## config.mk

```make
export PLATFORM = sky130hd
export DESIGN_NAME = md_seq_ctrl
export DESIGN_NICKNAME = d
export VERILOG_FILES = /design/src/rtl/md_seq_ctrl.sv
export SDC_FILE = /design/constraint.sdc
export NUM_CORES = 1
export LEC_CHECK = 0
export CAP_MARGIN = 20
export CORE_AREA = 2 2 39 41
export DETAILED_ROUTE_END_ITERATION = 10
export DIE_AREA = 0 0 41 43
export GPL_TIMING_DRIVEN = 0
export PLACE_DENSITY_LB_ADDON = 0.3
export SLEW_MARGIN = 5
export SYNTH_ARGS = -nofsm -noshare
export SYNTH_HDL_FRONTEND = slang
export SYNTH_SLANG_ARGS = --single-unit
export TNS_END_PERCENT = 10
```

## constraint.sdc

```tcl
create_clock -name clk -period 3.21 [get_ports clk]
set_input_delay 0.642 -clock clk [delete_from_list [all_inputs] [get_ports clk]]
set_output_delay 0.642 -clock clk [all_outputs]
set_load 0.05 [all_outputs]
```

## src/rtl/md_seq_ctrl.sv

```systemverilog
// Sequencing controller for the multi-cycle mult/div unit. It runs the latency counter,
// generates busy and the HI/LO write strobe, and merges the md stall with the hazard stall.
module md_seq_ctrl #(
    parameter int MULT_CYCLES = 5,
    parameter int DIV_CYCLES  = 10,
    parameter int CNT_W       = 4
) (
    input  logic       clk,
    input  logic       clr,
    input  logic       start,
    input  logic [1:0] mdop,
    input  logic       divisor_zero,
    input  logic       mt_we,
    input  logic       usemd_d,
    input  logic       hazard_stall,
    output logic       busy,
    output logic       result_we,
    output logic [1:0] op_q,
    output logic       stall_f,
    output logic       stall_d,
    output logic       bubble_e,
    output logic       seq_err
);

    typedef enum logic {IDLE = 1'b0, RUN = 1'b1} state_t;

    localparam logic [CNT_W-1:0] MULT_LOAD = CNT_W'(MULT_CYCLES);
    localparam logic [CNT_W-1:0] DIV_LOAD  = CNT_W'(DIV_CYCLES);
    localparam logic [CNT_W-1:0] CNT_ONE   = CNT_W'(1);

    state_t           state_q;
    logic [CNT_W-1:0] cnt_q;
    logic [CNT_W-1:0] cnt_load_d;
    logic             divz_q;
    logic             seq_err_q;
    logic             last_d;
    logic             md_stall;

    assign cnt_load_d = mdop[1] ? DIV_LOAD : MULT_LOAD;
    assign last_d     = (cnt_q == CNT_ONE);

    always_ff @(posedge clk) begin
        if (!clr) begin
            state_q   <= IDLE;
            cnt_q     <= '0;
            op_q      <= 2'b00;
            divz_q    <= 1'b0;
            seq_err_q <= 1'b0;
        end else begin
            case (state_q)
                IDLE: begin
                    if (start) begin
                        state_q <= RUN;
                        cnt_q   <= cnt_load_d;
                        op_q    <= mdop;
                        divz_q  <= divisor_zero & mdop[1];
                    end
                end
                RUN: begin
                    // A second start cannot be queued; it is dropped and flagged.
                    if (start) seq_err_q <= 1'b1;
                    if (mt_we || last_d) begin
                        state_q <= IDLE;
                        cnt_q   <= '0;
                    end else begin
                        cnt_q <= cnt_q - CNT_ONE;
                    end
                end
                default: begin
                    state_q <= IDLE;
                    cnt_q   <= '0;
                end
            endcase
        end
    end

    assign busy      = (state_q == RUN);
    assign result_we = busy && last_d && !divz_q && !mt_we;
    assign seq_err   = seq_err_q;

    // Stall through the final busy cycle so a dependent mfhi/mflo sees updated HI/LO.
    assign md_stall  = (start | busy) & usemd_d;
    assign stall_f   = hazard_stall | md_stall;
    assign stall_d   = hazard_stall | md_stall;
    assign bubble_e  = hazard_stall | md_stall;

endmodule

```

==> results.py, run 1 <==
metrics = {
    "timing": {
        "fin_crit_ns": 3.057,
        "fmax_mhz": 327.1,
        "slew_headroom_pct": 66.78,
        "tns_ns": 0,
        "worst_slew_pin_slew_ns": 0.4967,
        "finalHoldViolCount": 0,
        "final.setup.worst_slack_ns": 0.1531,
        "clock_skew_ns": 0.004048,
        "fin_crit_sh_pct": 95.23,
        "rsz0062_at_grt": "no",
        "setup_viol": 0,
        "slew_viol_final": 0,
    },
    "critical_path": {
        "cp.arrival_ns": 2.41,
        "crit_required_ns": 2.57,
        "end_kind": "output pin",
        "r2r_slack_ns": 1.84,
        "cp-start-kind": "input port",
        "crit_type": "input port to output pin",
        "path_max_fanout": 5,
    },
    "cells_and_area": {
        "nNetsFinal": 80,
        "drive_gt1_share_pct": 16.18,
        "area_growth_syn_to_layout_pct": 42.75,
        "antenna_cells": 0,
        "fin_area_um2": 689.4,
        "fillCellCount": 141,
        "utilization_pct": 49.82,
    },
    "global_routing": {
        "grt_max_degree": 10,
        "grt-ovfl-total": 0,
        "grt_usage_pct": 14.47,
        "grt_pass1_vias": 425,
        "grt_pass1_wl_um": 1718,
        "antenna_found_initial": 0,
    },
    "detailed_routing": {
        "drt-total-wl_um": 974,
        "dr.pass1.iters": 6,
        "vias_per_cell": 4.964,
        "vias": 417,
        "ant_nets": 0,
        "drc": 0,
        "drt_iter0_markers": 5,
        "post_drt_wl_per_cell_um": 11.60,
    },
    "synth": {
        "yosys.area.top_type": "dfxtp_1",
        "ys.warnings.count": 0,
        "synth_commonest_cells": "9 x dfxtp_1, 4 x nor2b_1, 3 x o21a_1",
        "synth_top_flop_cell": "dfxtp_1",
        "ys_top_cells_by_area": "dfxtp_1 37%, ha_1 5.2%, nor2b_1 5.2%",
        "ys_seq_area_share_pct": 37.31,
        "ys_types": 28,
        "synth_area_um2": 483.0,
        "syn_nets": 59,
        "synthArstFlopShare_pct": 0,
        "ys_ff_latch": 9,
        "synth_top_area_share_pct": 37.31,
        "postSynthCellCount": 48,
        "synth_enable_flop_cells": 0,
        "syn_avg_cell_area_um2": 10.06,
        "yosysMostFrequentCell": "dfxtp_1",
    },
    "cts": {
        "numClockSinks": 9,
        "cts_buffers": 3,
        "clk_pin_slew_ns": 0.06,
        "cts_hold_buf": 0,
        "clk_latency_ns": 0.26,
        "cts_resized": 0,
        "cts_tree": "yes",
        "post_cts_buffers": 0,
        "cts_root_buf": "clkbuf_4",
        "cts.htree.levels": 1,
        "clock_path_buffers": 2,
    },
    "placement": {
        "io_buffers": 16,
        "dp_hpwl_um": 727.5,
        "routabilityCongestion": 0.7255,
        "place_area_um2": 663.1,
        "post-place-ws_ns": 0.1521,
    },
    "floorplan": {
        "rows": 14,
        "die_y_um": 43,
        "initial_utilization_pct": 34.90,
        "dieArea_um2": 1763,
        "core_area_um2": 1384,
        "io_pins": 17,
        "die-width_um": 41,
    },
    "power_and_ir_drop": {
        "ir_worst_vdd_mv": 0.2191,
        "p_leak_nw": 0.2688,
        "power_per_cell_area_nw_per_um2": 438.5,
    },
    "min_path": {
        "hold_path_class": "flop to flop",
    },
    "flow_run": {
        "drv_cap": 0,
    },
    "run_status": {
        "status": "completed",
    },
}
-- path summary, 6_finish.rpt --
kind,start,to,depth (start not counted)
worst max-delay path,start,stall_f,5
worst min-delay path,divz_q$_SDFFE_PN0P_,divz_q$_SDFFE_PN0P_,2
worst max register to register,cnt_q[0]$_SDFFE_PN0N_,cnt_q[2]$_SDFFE_PN0N_,4
worst min register to register,divz_q$_SDFFE_PN0P_,divz_q$_SDFFE_PN0P_,2
-- worst max-delay path, stage by stage --
cell	delay (ns)
clkdlybuf4s50_1	0.47
or2_4	0.28
a21o_1	0.21
buf_4	0.13
clkdlybuf4s50_1	0.68
-- through the flow --
step / power (W) / instances / hold WS, ns
2_1_floorplan: 0.0001883 / 48 / 0.4545
3_3_place_gp: 0.0002173 / 80 / 0.4662
3_5_place_dp: 0.0002185 / 80 / 0.4726
4_1_cts: 0.0003060 / 84 / 0.4828
5_1_grt: 0.0003233 / 84 / 0.5151
6_report: 0.0003023 / 84 / 0.4827
-- cells by family (layout without fill, tap and decap cells) --
family / after synthesis / in the layout / synth area share [%]
AO/OA/AOI/OAI: 15 / 15 / 24.87
AND/OR/NAND/NOR: 15 / 15 / 21.50
flip-flops: 9 / 9 / 37.31
multiplexers: 2 / 2 / 4.145
buffers and inverters: 5 / 25 / 6.994
adder cells (fa/ha/maj): 2 / 2 / 5.181
-- cells in the final DEF, fill, tap and decap left out --
cell type	synthesis	layout
clkdlybuf4s50_1	0	16
dfxtp_1	9	9
nor2b_1	4	4
o21a_1	3	3
clkbuf_4	0	3
inv_1	2	2
nor2_1	2	2
a21oi_1	2	2
mux2i_1	2	2
o32ai_1	2	2
ha_1	2	2
buf_4	2	2
buf_6	1	1
nand2b_2	1	1
nor3b_2	1	1
nor3b_1	1	1
or2_4	1	1
a21o_1	1	1
o32a_1	1	1
o21ai_0	1	1
nor3_1	1	1
o221a_2	1	1
nor2b_2	1	1
nor4b_1	1	1
o211a_1	1	1
nand2b_1	1	1
nand3_1	1	1
a21boi_0	1	1
a211oi_1	1	1
o221a_1	1	1
clkbuf_1	0	1
-- area by class of cell --
cell class / instances / area (um^2) / share of cell area, %
buffer: 3 / 26.28 / 3.811
clock buffer: 4 / 26.28 / 3.811
inverter: 2 / 7.507 / 1.089
multi-input combinational: 34 / 269.0 / 39.02
sequential: 9 / 180.2 / 26.13
tap: 16 / 20.02 / 2.904
timing repair buffer: 16 / 160.2 / 23.23
-- flip-flops by register name, summed over array words and instances, names as in the netlist --
name	flops
cnt_q	4
busy	1
seq_err	1
op_q	2
divz_q	1
-- layer usage --
metal | GRT usage [%] | share of wire, %
met5 | 0 | 0
met1 | 17.10 | 48
met2 | 21.88 | 48
met3 | 7.853 | 3.8
met4 | 4.000 | 0
-- power breakdown --
part	switching, W	total, W	leakage (nW)	internal, W
sequential	0.00000804	0.000129	0.0743	0.000121
combinational	0.0000463	0.0000878	0.180	0.0000416
clock	0.0000381	0.0000859	0.0150	0.0000478
Note: power is estimated with default switching activity, not from simulation.
==> run 2, diff against run 1 <==
Settings changed: CAP_MARGIN 20 to 10, SETUP_SLACK_MARGIN set to 0.2.
==> run 2 against run 1 <==
  * Total power is 0.22% lower
  * Sequential share of layout area hardly changed
  * Cell count stayed put
  * Register-to-register slack hardly changed
  * Count of clock-buffer cells in the layout stayed put
  * Worst hold slack hardly changed
  * Critical path type unchanged
==> results.py, run 2 (synthesis results as in run 1) <==
metrics = {
    "run_status": {
        "status": "completed",
    },
    "detailed_routing": {
        "drt_iter0_markers": 5,
        "ant_nets": 0,
        "drt-total-wl_um": 987,
        "vias": 425,
        "drc": 0,
        "dr.pass1.iters": 4,
        "post_drt_wl_per_cell_um": 11.75,
        "vias_per_cell": 5.060,
    },
    "power_and_ir_drop": {
        "p_leak_nw": 0.2753,
        "power_per_cell_area_nw_per_um2": 436.8,
        "ir_worst_vdd_mv": 0.2194,
    },
    "cells_and_area": {
        "fillCellCount": 140,
        "layout_commonest_cell": "clkdlybuf4s50_1",
        "largest_register_ffs": 4,
        "area_growth_syn_to_layout_pct": 43.01,
        "nNetsFinal": 80,
        "antenna_cells": 0,
        "drive_gt1_share_pct": 16.18,
        "regMostFlops": "cnt_q",
        "layout_common_cells": "14 x clkdlybuf4s50_1, 9 x dfxtp_1, 4 x nor2b_1, 3 x o21a_1, 3 x clkbuf_4",
        "top_regs": "cnt_q: 4 flops, op_q: 2 flops",
    },
    "critical_path": {
        "cp-start-kind": "input port",
        "path_max_fanout": 6,
        "crit_path_top_delay_cell": "clkdlybuf4s50_1",
        "crit_required_ns": 2.57,
        "crit_chain": "clkdlybuf4s50_1 -> nand2b_2 -> nor3b_1 -> clkdlybuf4s50_1",
        "max_stage_delay_ns": 0.83,
        "crit_buf_inv": 2,
        "crit_type": "input port to output pin",
        "end_kind": "output pin",
        "cp.arrival_ns": 2.31,
        "cp_top_family": "buffers and inverters",
        "crit_top_cell": "clkdlybuf4s50_1",
    },
    "global_routing": {
        "grt_pass1_vias": 425,
        "grt_pass1_wl_um": 1718,
        "grt_usage_pct": 14.47,
        "grt-ovfl-total": 0,
        "grt_max_degree": 10,
        "antenna_found_initial": 0,
    },
    "cts": {
        "numClockSinks": 9,
        "post_cts_buffers": 0,
        "clk_latency_ns": 0.26,
        "clk_pin_slew_ns": 0.06,
        "cts_root_buf": "clkbuf_4",
        "cts.htree.levels": 1,
        "cts_hold_buf": 0,
        "cts_resized": 1,
        "cts_buffers": 3,
        "clock_path_buffers": 2,
        "cts_tree": "yes",
    },
    "floorplan": {
        "rows": 14,
        "die-width_um": 41,
        "core_area_um2": 1384,
        "io_pins": 17,
        "die_y_um": 43,
        "dieArea_um2": 1763,
        "initial_utilization_pct": 34.90,
    },
    "timing": {
        "fmax_mhz": 339.2,
        "clock_skew_ns": 0.004029,
        "finalHoldViolCount": 0,
        "setup_viol": 0,
        "holdWs_ns": 0.4827,
        "slew_viol_final": 0,
        "worst_slew_pin_slew_ns": 0.4991,
        "fin_crit_sh_pct": 91.85,
        "slew_headroom_pct": 66.67,
        "tns_ns": 0,
        "rsz0062_at_grt": "yes",
        "fin_crit_ns": 2.948,
    },
    "flow_run": {
        "drv_cap": 0,
    },
    "placement": {
        "routabilityCongestion": 0.7255,
        "io_buffers": 16,
        "dp_hpwl_um": 727.5,
    },
    "min_path": {
        "hold_path_class": "flop to flop",
    },
}
## run 2: changes by cell type in the layout (fill, tap and decap cells not counted), sizes merged
cell           previous run  this run
clkdlybuf4s50            16        14
dlymetal6s2s              0         1
dlygate4sd2               0         1
## run 2: metrics by stage
| step | area [um^2] | worst slack [ns] | cells | total power (W) | util (%) |
|---|---|---|---|---|---|
| CTS | 688.2 | 0.1498 | 84 | 0.0003053 | 49.73 |
| global route | 690.7 | 0.1656 | 84 | 0.0003226 | 49.91 |
| finish | 690.7 | 0.2615 | 84 | 0.0003017 | 49.91 |
| global placement | 663.1 | 0.1588 | 80 | 0.0002173 | 47.92 |
| detailed placement | 663.1 | 0.1521 | 80 | 0.0002185 | 47.92 |
| floorplan | 483.0 | 0.4735 | 48 | 0.0001883 | - |
## run 2: layout make-up
type	instances	area, um^2	area share, %
multi-input combinational	34	269.0	38.95
sequential	9	180.2	26.09
timing repair buffer	16	161.4	23.37
clock buffer	4	26.28	3.804
buffer	3	26.28	3.804
tap	16	20.02	2.899
inverter	2	7.507	1.087
## run 2: worst min-delay path, delay by kind of cell (launching register included)
kind	cells	cell delay [ns]
DFF	1	0.31
AOI/OAI and AO/OA	1	0.07
and+or+nand+nor	1	0.06
## run 2: path summary, 6_finish.rpt
check	startpoint	to	slack, ns	cells past startpoint
hold reg to reg	divz_q$_SDFFE_PN0P_	divz_q$_SDFFE_PN0P_	0.48	2
setup reg to reg	cnt_q[0]$_SDFFE_PN0N_	cnt_q[2]$_SDFFE_PN0N_	1.84	4
setup / recovery	mt_we	result_we	0.26	4
hold / removal	divz_q$_SDFFE_PN0P_	divz_q$_SDFFE_PN0P_	0.48	2
## run 2: where the power goes
group	total [W]	switching (W)	internal, W	leakage [nW]
combinational	0.0000872	0.0000463	0.0000408	0.186
clock	0.0000859	0.0000381	0.0000478	0.0150
sequential	0.000129	0.00000803	0.000121	0.0743
## run 2: routing by layer
| layer | up-vias | wire length (um) | GRT usage [%] |
|---|---|---|---|
| li1 | 218 | - | - |
| met1 | 196 | 457 | 17.10 |
| met2 | 11 | 474 | 21.88 |
| met3 | 0 | 55 | 7.853 |
| met4 | 0 | 0 | 4.000 |
| met5 | - | 0 | 0 |
==> run 3, diff against run 2 <==
==> constraint.sdc (replaced) <==
create_clock -name clk -period 2.97 [get_ports clk]
set_input_delay 0.297 -clock clk [delete_from_list [all_inputs] [get_ports clk]]
set_output_delay 0.297 -clock clk [all_outputs]
set_load 0.05 [all_outputs]
==> results of run 3 <==
The final DEF is identical to that of run 1. Status: completed.
Main changes from that run: setup slack after placement 0.1521 ns -> 0.6021 ns; setup slack after layout 0.1531 ns -> 0.4143 ns; start point of the critical path start -> cnt_q[0]$_SDFFE_PN0N_; end point of the critical path stall_f -> result_we; register-to-register setup slack 1.84 ns -> 1.60 ns; total power 0.0003023 W -> 0.0003268 W; worst IR drop on VDD 0.2191 mV -> 0.2368 mV
